**src/rtl/arbiter_rr_if.sv**
```systemverilog
// Arbiter request/grant bundle.
// master: drives request; slave: returns grant, grant_valid, grant_id, preempt, D_PRIORITY.
interface arbiter_rr_if #(
    parameter int N_MASTERS = 4,
    parameter int ID_W      = $clog2(N_MASTERS)
);
    logic [N_MASTERS-1:0] request;
    logic [N_MASTERS-1:0] grant;
    logic                 grant_valid;
    logic [ID_W-1:0]      grant_id;
    logic                 preempt;
    logic [ID_W-1:0]      D_PRIORITY;

    modport master (
        output request,
        input  grant,
        input  grant_valid,
        input  grant_id,
        input  preempt,
        input  D_PRIORITY
    );

    modport slave (
        input  request,
        output grant,
        output grant_valid,
        output grant_id,
        output preempt,
        output D_PRIORITY
    );
endinterface

```
**src/rtl/arbiter_rr.sv**
```systemverilog
// Round-robin arbiter with optional grant-tenure timeout (preemption).
// Ports: clk, rst (async, active high), bus (arbiter_rr_if.slave).
module arbiter_rr #(
    parameter int N_MASTERS = 4,
    parameter int MAX_HOLD  = 0,
    parameter int ID_W      = $clog2(N_MASTERS)
) (
    input  logic         clk,
    input  logic         rst,
    arbiter_rr_if.slave  bus
);
    localparam logic [0:0] S_IDLE  = 1'b0;
    localparam logic [0:0] S_OWNED = 1'b1;

    localparam logic [7:0] HOLD_LIM =
        (MAX_HOLD > 0) ? 8'(MAX_HOLD - 1) : 8'd0;

    localparam logic [N_MASTERS-1:0] ONE =
        {{(N_MASTERS-1){1'b0}}, 1'b1};

    logic [0:0]           state_q, state_d;
    logic [N_MASTERS-1:0] grant_q, grant_d;
    logic [ID_W-1:0]      ptr_q, ptr_d;
    logic [7:0]           hold_q, hold_d;
    logic                 preempt_q, preempt_d;

    logic [ID_W-1:0]      owner;
    logic [ID_W-1:0]      nxt_ptr;
    logic                 owner_req;
    logic                 other_req;
    logic                 timeout;
    logic [N_MASTERS-1:0] pick;
    logic                 found;
    logic [N_MASTERS-1:0] rot;

    // Encode the one-hot grant register into an index.
    always_comb begin
        owner = '0;
        for (int i = 0; i < N_MASTERS; i++) begin
            if (grant_q[i]) owner = ID_W'(i);
        end
    end

    assign nxt_ptr   = ID_W'((int'(owner) + 1) % N_MASTERS);
    assign owner_req = |(bus.request & grant_q);
    assign other_req = |(bus.request & ~grant_q);

    // Timeout only when someone else is actually waiting.
    assign timeout = (MAX_HOLD > 0) && (hold_q == HOLD_LIM)
                     && owner_req && other_req;

    // First requester at or after ptr, wrapping modulo N_MASTERS.
    always_comb begin
        pick  = '0;
        found = 1'b0;
        rot   = '0;
        for (int k = 0; k < N_MASTERS; k++) begin
            rot = bus.request >> ((int'(ptr_q) + k) % N_MASTERS);
            if (!found && rot[0]) begin
                found = 1'b1;
                pick  = ONE << ((int'(ptr_q) + k) % N_MASTERS);
            end
        end
    end

    always_comb begin
        state_d   = state_q;
        grant_d   = grant_q;
        ptr_d     = ptr_q;
        hold_d    = hold_q;
        preempt_d = 1'b0;
        unique case (state_q)
            S_IDLE: begin
                if (found) begin
                    grant_d = pick;
                    hold_d  = 8'd0;
                    state_d = S_OWNED;
                end
            end
            S_OWNED: begin
                // Release wins over a coincident timeout.
                if (!owner_req) begin
                    grant_d = '0;
                    ptr_d   = nxt_ptr;
                    state_d = S_IDLE;
                end else if (timeout) begin
                    grant_d   = '0;
                    ptr_d     = nxt_ptr;
                    preempt_d = 1'b1;
                    state_d   = S_IDLE;
                end else if (hold_q != 8'hFF) begin
                    hold_d = hold_q + 8'd1;
                end
            end
            default: state_d = S_IDLE;
        endcase
    end

    always_ff @(posedge clk or posedge rst) begin
        if (rst) begin
            state_q   <= S_IDLE;
            grant_q   <= '0;
            ptr_q     <= '0;
            hold_q    <= 8'd0;
            preempt_q <= 1'b0;
        end else begin
            state_q   <= state_d;
            grant_q   <= grant_d;
            ptr_q     <= ptr_d;
            hold_q    <= hold_d;
            preempt_q <= preempt_d;
        end
    end

    assign bus.grant       = grant_q;
    assign bus.grant_valid = |grant_q;
    assign bus.grant_id    = owner;
    assign bus.preempt     = preempt_q;
    assign bus.D_PRIORITY  = ptr_q;
endmodule

```
**src/flat_wrapper.sv**
```systemverilog
// flat-port wrapper written by rule: the top's interface ports become plain ports
module arbiter_rr_flat 
#(
    parameter int N_MASTERS = 4,
    parameter int MAX_HOLD  = 0,
    parameter int ID_W      = $clog2(N_MASTERS)
)
  (clk, rst, bus_request, bus_grant, bus_grant_valid, bus_grant_id, bus_preempt, bus_D_PRIORITY);
  arbiter_rr_if #(.N_MASTERS(N_MASTERS), .ID_W(ID_W)) bus_i ();
  input  logic clk;
  input  logic rst;
  input wire logic [$bits(bus_i.request)-1:0] bus_request;
  output wire logic [$bits(bus_i.grant)-1:0] bus_grant;
  output wire logic [$bits(bus_i.grant_valid)-1:0] bus_grant_valid;
  output wire logic [$bits(bus_i.grant_id)-1:0] bus_grant_id;
  output wire logic [$bits(bus_i.preempt)-1:0] bus_preempt;
  output wire logic [$bits(bus_i.D_PRIORITY)-1:0] bus_D_PRIORITY;
  assign bus_i.request = bus_request;
  assign bus_grant = bus_i.grant;
  assign bus_grant_valid = bus_i.grant_valid;
  assign bus_grant_id = bus_i.grant_id;
  assign bus_preempt = bus_i.preempt;
  assign bus_D_PRIORITY = bus_i.D_PRIORITY;
  arbiter_rr #(.N_MASTERS(N_MASTERS), .MAX_HOLD(MAX_HOLD), .ID_W(ID_W)) u_core (.clk(clk), .rst(rst), .bus(bus_i));
endmodule
```
**config.mk**
```make
export PLATFORM = sky130hd
export DESIGN_NAME = arbiter_rr_flat
export DESIGN_NICKNAME = d
export VERILOG_FILES = /design/src/rtl/arbiter_rr_if.sv /design/src/rtl/arbiter_rr.sv /design/src/flat_wrapper.sv
export SDC_FILE = /design/constraint.sdc
export NUM_CORES = 1
export LEC_CHECK = 0
export CAP_MARGIN = 10
export CORE_AREA = 2 2 39 41
export CTS_CLUSTER_SIZE = 24
export DETAILED_ROUTE_END_ITERATION = 10
export DIE_AREA = 0 0 41 43
export DONT_BUFFER_PORTS = 1
export PLACE_DENSITY_LB_ADDON = 0.08
export SLEW_MARGIN = 20
export SYNTH_ARGS = -nofsm -noshare
export SYNTH_HDL_FRONTEND = slang
export SYNTH_SLANG_ARGS = --single-unit
```
**constraint.sdc**
```tcl
create_clock -name clk -period 5.4 [get_ports clk]
set_input_delay 1.08 -clock clk [delete_from_list [all_inputs] [get_ports clk]]
set_output_delay 1.08 -clock clk [all_outputs]
set_load 0.02 [all_outputs]
```
---- Yosys cells after proc, flatten, opt, wreduce, memory -nomap -nowiden ----
Cells that the tools add are included.
storage, ports and cells
  flip-flop bits (word level) ............. 7
  latch bits .............................. 0
  memory bits (writable) .................. 0
  memory bits (read-only) ................. 0
  bits of input ports ..................... 6
  output and inout bits ................... 10
  logic and storage cells ................. 53
  memories kept ........................... 0
cells by class
  add/subtract/negate cells ............... 4
  multipliers ............................. 0
  div/mod/pow operators ................... 0
  magnitude comparators ................... 0
  eq/ne operators ......................... 2
  shift operators ......................... 8
  mux-type cells .......................... 17
  bitwise gates (word level) .............. 6
  reductions and logical operators ........ 13
operators by type and width
  cell                    number
  $shl A1 B32 Y4 const A  3
  $shr A4 B32 Y1          3
  $mux W4                 6
  $pmux W4 S2             1
  $reduce_or A4 Y1        2
  $mux W1                 7
  $reduce_or A2 Y1        3
  $add A2 B1 Y2 const B   2
  $add A2 B2 Y2 const B   2
  $and A4 B4 Y4           1
  $mux W2                 2
  $reduce_and A2 Y1       2
  $shl A1 B2 Y4 const A   1
  $shr A4 B2 Y1           1
  $and A1 B1 Y1 const A   3
  $logic_and A1 B1 Y1     3
  $logic_not A1 Y1        3
  $ne A2 B1 Y1 const B    1
  $ne A2 B2 Y1 const B    1
  $not A1 Y1              2
  $pmux W1 S2             1

---- Longest topological paths before layout ----
  depth after elaboration ................. 14
  gate-level depth with buffers ........... 7
  gate-level depth less buffers ........... 6

---- Worst setup path after synthesis ----
OpenSTA, ideal clock, no wires.
  kind .................................... reg-to-output
  start point ............................. register u_core.grant_q[3], in the netlist u_core.bus.grant[3]
  end point ............................... output bus_grant_valid
  data arrival time ....................... 1.281 ns
  required time ........................... 4.320 ns
  path slack .............................. 3.039 ns
  cell stages (with the launch flop) ...... 3
  path buffers ............................ 0
  path through ............................ dfrtp_1 or2_2 or3_1
between the ends
  word-level cells in the longest chain between the ends .. 1
ends and longest elaborated chain
  element                   line                text
  start: declaration        arbiter_rr.sv:22    logic [N_MASTERS-1:0] grant_q, grant_d;
  start signal: assignment  arbiter_rr.sv:108   grant_q <= grant_d;
  $reduce_or A4 Y1          arbiter_rr.sv:116   assign bus.grant_valid = |grant_q;
  end: declaration          flat_wrapper.sv:14  output wire logic [$bits(bus_i.grant_valid)-1:0] bus_grant_valid;
Every way passes these cells.

---- Worst setup path after layout ----
Same ends and word-level chain as after synthesis.

==> insert_results.sql <==
INSERT INTO impl_metrics (metric_group, metric, value, unit) VALUES
('worst_setup_path', 'startpoint_of_the_lowest_slack_register_to_register_path', 'u_core.bus.D_PRIORITY[0]', ''),
('global_route', 'antenna_found_initial', '0', ''),
('global_route', 'global_route_wire_length_before_repair', '2.28', 'mm'),
('floorplan', 'floorplan.core_area', '1380', 'µm²'),
('outcome', 'run_status', 'complete, no violations', ''),
('cts', 'cts-hold-fix-buffers', '0', ''),
('routing', 'detail_route.wl_per_cell', '15.2', 'µm'),
('synthesis', 'ys_types', '29', ''),
('placement', 'dpl-instance-area', '679', 'µm²'),
('power_and_ir_drop', 'share_of_power_burned_in_combinational_logic', '57.8', '%'),
('cts', 'postCtsSetupBuffers', '0', ''),
('cts', 'worst_setup_hold_path_clk_slew', '0.06', 'ns'),
('final_layout', 'layout-area-overhead-vs-synth', '4.24', '%'),
('min_path', 'min_delay_path_depth', '2', ''),
('min_path', 'holdPathEnd', 'u_core.state_q', ''),
('cts', 'tritoncts_clock_tree', 'built', ''),
('power_and_ir_drop', 'clockPowerShare', '10.8', '%'),
('cts', 'cts_root_buffer', 'sky130_fd_sc_hd__clkbuf_4', ''),
('power_and_ir_drop', 'register_share_of_total_power', '31.4', '%'),
('worst_setup_path', 'cp_max_fo', '6', ''),
('floorplan', 'die_x', '41', 'µm'),
('worst_setup_path', 'cp.required', '4.32', 'ns'),
('final_layout', 'most_common_cell_after_layout_fill_and_taps_aside', 'sky130_fd_sc_hd__inv_1', ''),
('power_and_ir_drop', 'internal-power', '0.000214', 'W'),
('routing', 'first_pass_iters', '4', ''),
('global_route', 'grt_start_max_net_pins', '15', ''),
('worst_setup_path', 'worstReg2RegEnd', 'u_core.bus.grant[0]', ''),
('floorplan', 'rows', '14', ''),
('final_layout', 'layout.cells.most_common_list', '10 x sky130_fd_sc_hd__inv_1, 7 x sky130_fd_sc_hd__dfrtp_1, 6 x sky130_fd_sc_hd__a21o_1', ''),
('final_layout', 'antenna-diode-count', '0', ''),
('synthesis', 'register_bit_total_from_synthesis', '7', ''),
('placement', 'count_of_buffers_inserted_at_the_top_level_ports', '0', ''),
('min_path', 'holdCritPathClass', 'reg -> reg', ''),
('global_route', 'vias_in_the_first_global_route', '505', ''),
('power_and_ir_drop', 'power.net_switching', '0.000231', 'W'),
('routing', 'wl', '1.40', 'mm'),
('cts', 'ctsHtreeMaxLevel', '1', ''),
('power_and_ir_drop', 'power-per-cell-area', '630', 'nW/µm²'),
('routing', 'ant_nets', '0', ''),
('cts', 'cts_buffers', '3', ''),
('sta', 'report.final.slew_viol_count', '0', ''),
('routing', 'number_of_drc_markers_after_the_initial_detailed_route_iteration', '13', ''),
('worst_setup_path', 'critPathCaptureType', 'primary output', ''),
('sta', 'final-hold-violation-count', '0', ''),
('sta', 'finalSetupViolations', '0', ''),
('routing', 'post-route-drc-count', '0', ''),
('placement', 'gpl.final_weighted_congestion', '0.807', ''),
('worst_setup_path', 'worst_reg2reg_setup_slack', '2.91', 'ns'),
('worst_setup_path', 'path_class', 'reg -> out', ''),
('worst_setup_path', 'r2r_cells', '6', ''),
('sta', 'slew_headroom', '60.5', '%'),
('synthesis', 'synth-seq-area-share', '25.8', '%'),
('placement', 'hpwl_after_detailed_placement', '1.10', 'mm'),
('final_layout', 'num-nets-final', '88', ''),
('sta', 'largest_clock_skew_in_the_final_design', '0.00716', 'ns'),
('cts', 'post_cts.resized_instances', '0', ''),
('cts', 'clkLatencyLatePin', '0.25', 'ns'),
('global_route', 'overflow_left_after_global_routing', '0', ''),
('power_and_ir_drop', 'max_rail_drop_vdd', '289', 'µV'),
('synthesis', 'synth_warnings', '0', ''),
('worst_setup_path', 'critical_path_arrival', '1.60', 'ns'),
('worst_setup_path', 'timing.critical_path.from_type', 'flop', ''),
('synthesis', 'syn_avg_cell_area', '9.16', 'µm²'),
('global_route', 'grt_use_total', '17.9', '%'),
('synthesis', 'netlist_instances', '74', ''),
('final_layout', 'design_area', '707', 'µm²'),
('placement', 'pre_cts_worst_setup_slack', '2.92', 'ns'),
('power_and_ir_drop', 'leakage', '0.315', 'nW'),
('cts', 'cts-root-to-sink-buffers', '2', ''),
('power_and_ir_drop', 'switching_part_of_the_total_power', '51.9', '%'),
('cts', 'cts.sink_count', '7', '');
[stage by stage]
step	hold WS, ns	cells
5_1_grt	0.545	92
6_report	0.505	92
3_3_place_gp	0.492	88
3_5_place_dp	0.497	88
2_1_floorplan	0.467	74
4_1_cts	0.509	92
[cell families (layout without fill, tap and decap cells)]
kind of cell    after synthesis  count (layout)  share of synthesized area, %
buf+inv                      12              14                          8.30
flops                         7               7                          25.8
simple gates                 26              26                          23.1
other cells                   1               1                         0.553
mux                           2               2                          6.64
compound gates               21              21                          26.4
fa+ha+maj                     5               5                          9.23
[synth_stat cells]
master,n,area share (%)
sky130_fd_sc_hd__a2111oi_4,1,4.1
sky130_fd_sc_hd__a21o_1,6,6.6
sky130_fd_sc_hd__a22oi_1,2,2.2
sky130_fd_sc_hd__buf_4,1,1.1
sky130_fd_sc_hd__buf_6,1,1.7
sky130_fd_sc_hd__conb_1,1,0.55
sky130_fd_sc_hd__dfrtp_1,7,26
sky130_fd_sc_hd__ha_1,5,9.2
sky130_fd_sc_hd__inv_1,10,5.5
sky130_fd_sc_hd__mux4_2,2,6.6
sky130_fd_sc_hd__nand2_1,5,2.8
sky130_fd_sc_hd__nand3_1,5,3.7
sky130_fd_sc_hd__nand3b_1,1,1.1
sky130_fd_sc_hd__nor2_1,3,1.7
sky130_fd_sc_hd__nor3_1,1,0.74
sky130_fd_sc_hd__nor3b_1,1,1.1
sky130_fd_sc_hd__nor4_1,3,2.8
sky130_fd_sc_hd__nor4b_1,2,2.6
sky130_fd_sc_hd__nor4bb_1,1,1.5
sky130_fd_sc_hd__o21a_1,1,1.1
sky130_fd_sc_hd__o21ai_0,1,0.74
sky130_fd_sc_hd__o21bai_2,1,1.7
sky130_fd_sc_hd__o221ai_1,4,5.2
sky130_fd_sc_hd__o22ai_1,4,3.7
sky130_fd_sc_hd__o31ai_1,1,1.1
sky130_fd_sc_hd__or2_2,1,0.92
sky130_fd_sc_hd__or3_1,1,0.92
sky130_fd_sc_hd__or3_4,1,1.7
sky130_fd_sc_hd__or3b_4,1,1.7
[worst max path at each step]
stage,cells after the start,to,from,slack [ns]
3_3_place_gp,6,u_core.bus.grant[0],u_core.bus.D_PRIORITY[0],2.96
4_1_cts,2,bus_grant_valid,u_core.bus.grant[3],2.72
2_1_floorplan,2,bus_grant_valid,u_core.bus.grant[3],3.04
3_5_place_dp,6,u_core.bus.grant[1],u_core.bus.D_PRIORITY[0],2.92
5_1_grt,6,u_core.bus.grant[0],u_core.bus.D_PRIORITY[0],2.65
6_report,2,bus_grant_valid,u_core.bus.grant[3],2.72
[final cells by class]
type / count / area, µm²
Clock inverter: 1 / 5.00
Clock buffer: 3 / 22.5
Inverter: 10 / 37.5
Tap cell: 16 / 20.0
Fill cell: 127 / 677
Sequential cell: 7 / 175
Multi-Input combinational cell: 55 / 447
[registers in the layout, summed over array words and instances, names as in the netlist]
register	cells
u_core.bus.grant	4
u_core.bus.D_PRIORITY	2
u_core.state_q	1
[critical path, stage by stage, from the launching register on]
cell and delay (ns):
sky130_fd_sc_hd__dfrtp_1 0.50, sky130_fd_sc_hd__or2_2 0.41, sky130_fd_sc_hd__or3_1 0.43
[per-layer routing]
metal	up-vias	track usage, %	wire (µm)
li1	284	-	-
met1	278	27.7	649
met2	13	26.9	697
met3	2	2.62	43
met4	0	2.00	10
met5	-	0	0
[power groups by stage]
stage                     Combinational (W)  Clock (W)  Sequential, W
after CTS                          0.000259  0.0000488       0.000141
final                              0.000257  0.0000482       0.000140
after detailed placement           0.000257          0       0.000142
after global placement             0.000257          0       0.000142
after global routing               0.000287  0.0000512       0.000146
after floorplan                    0.000235          0       0.000123
Note: power is estimated with default switching activity, not from simulation.
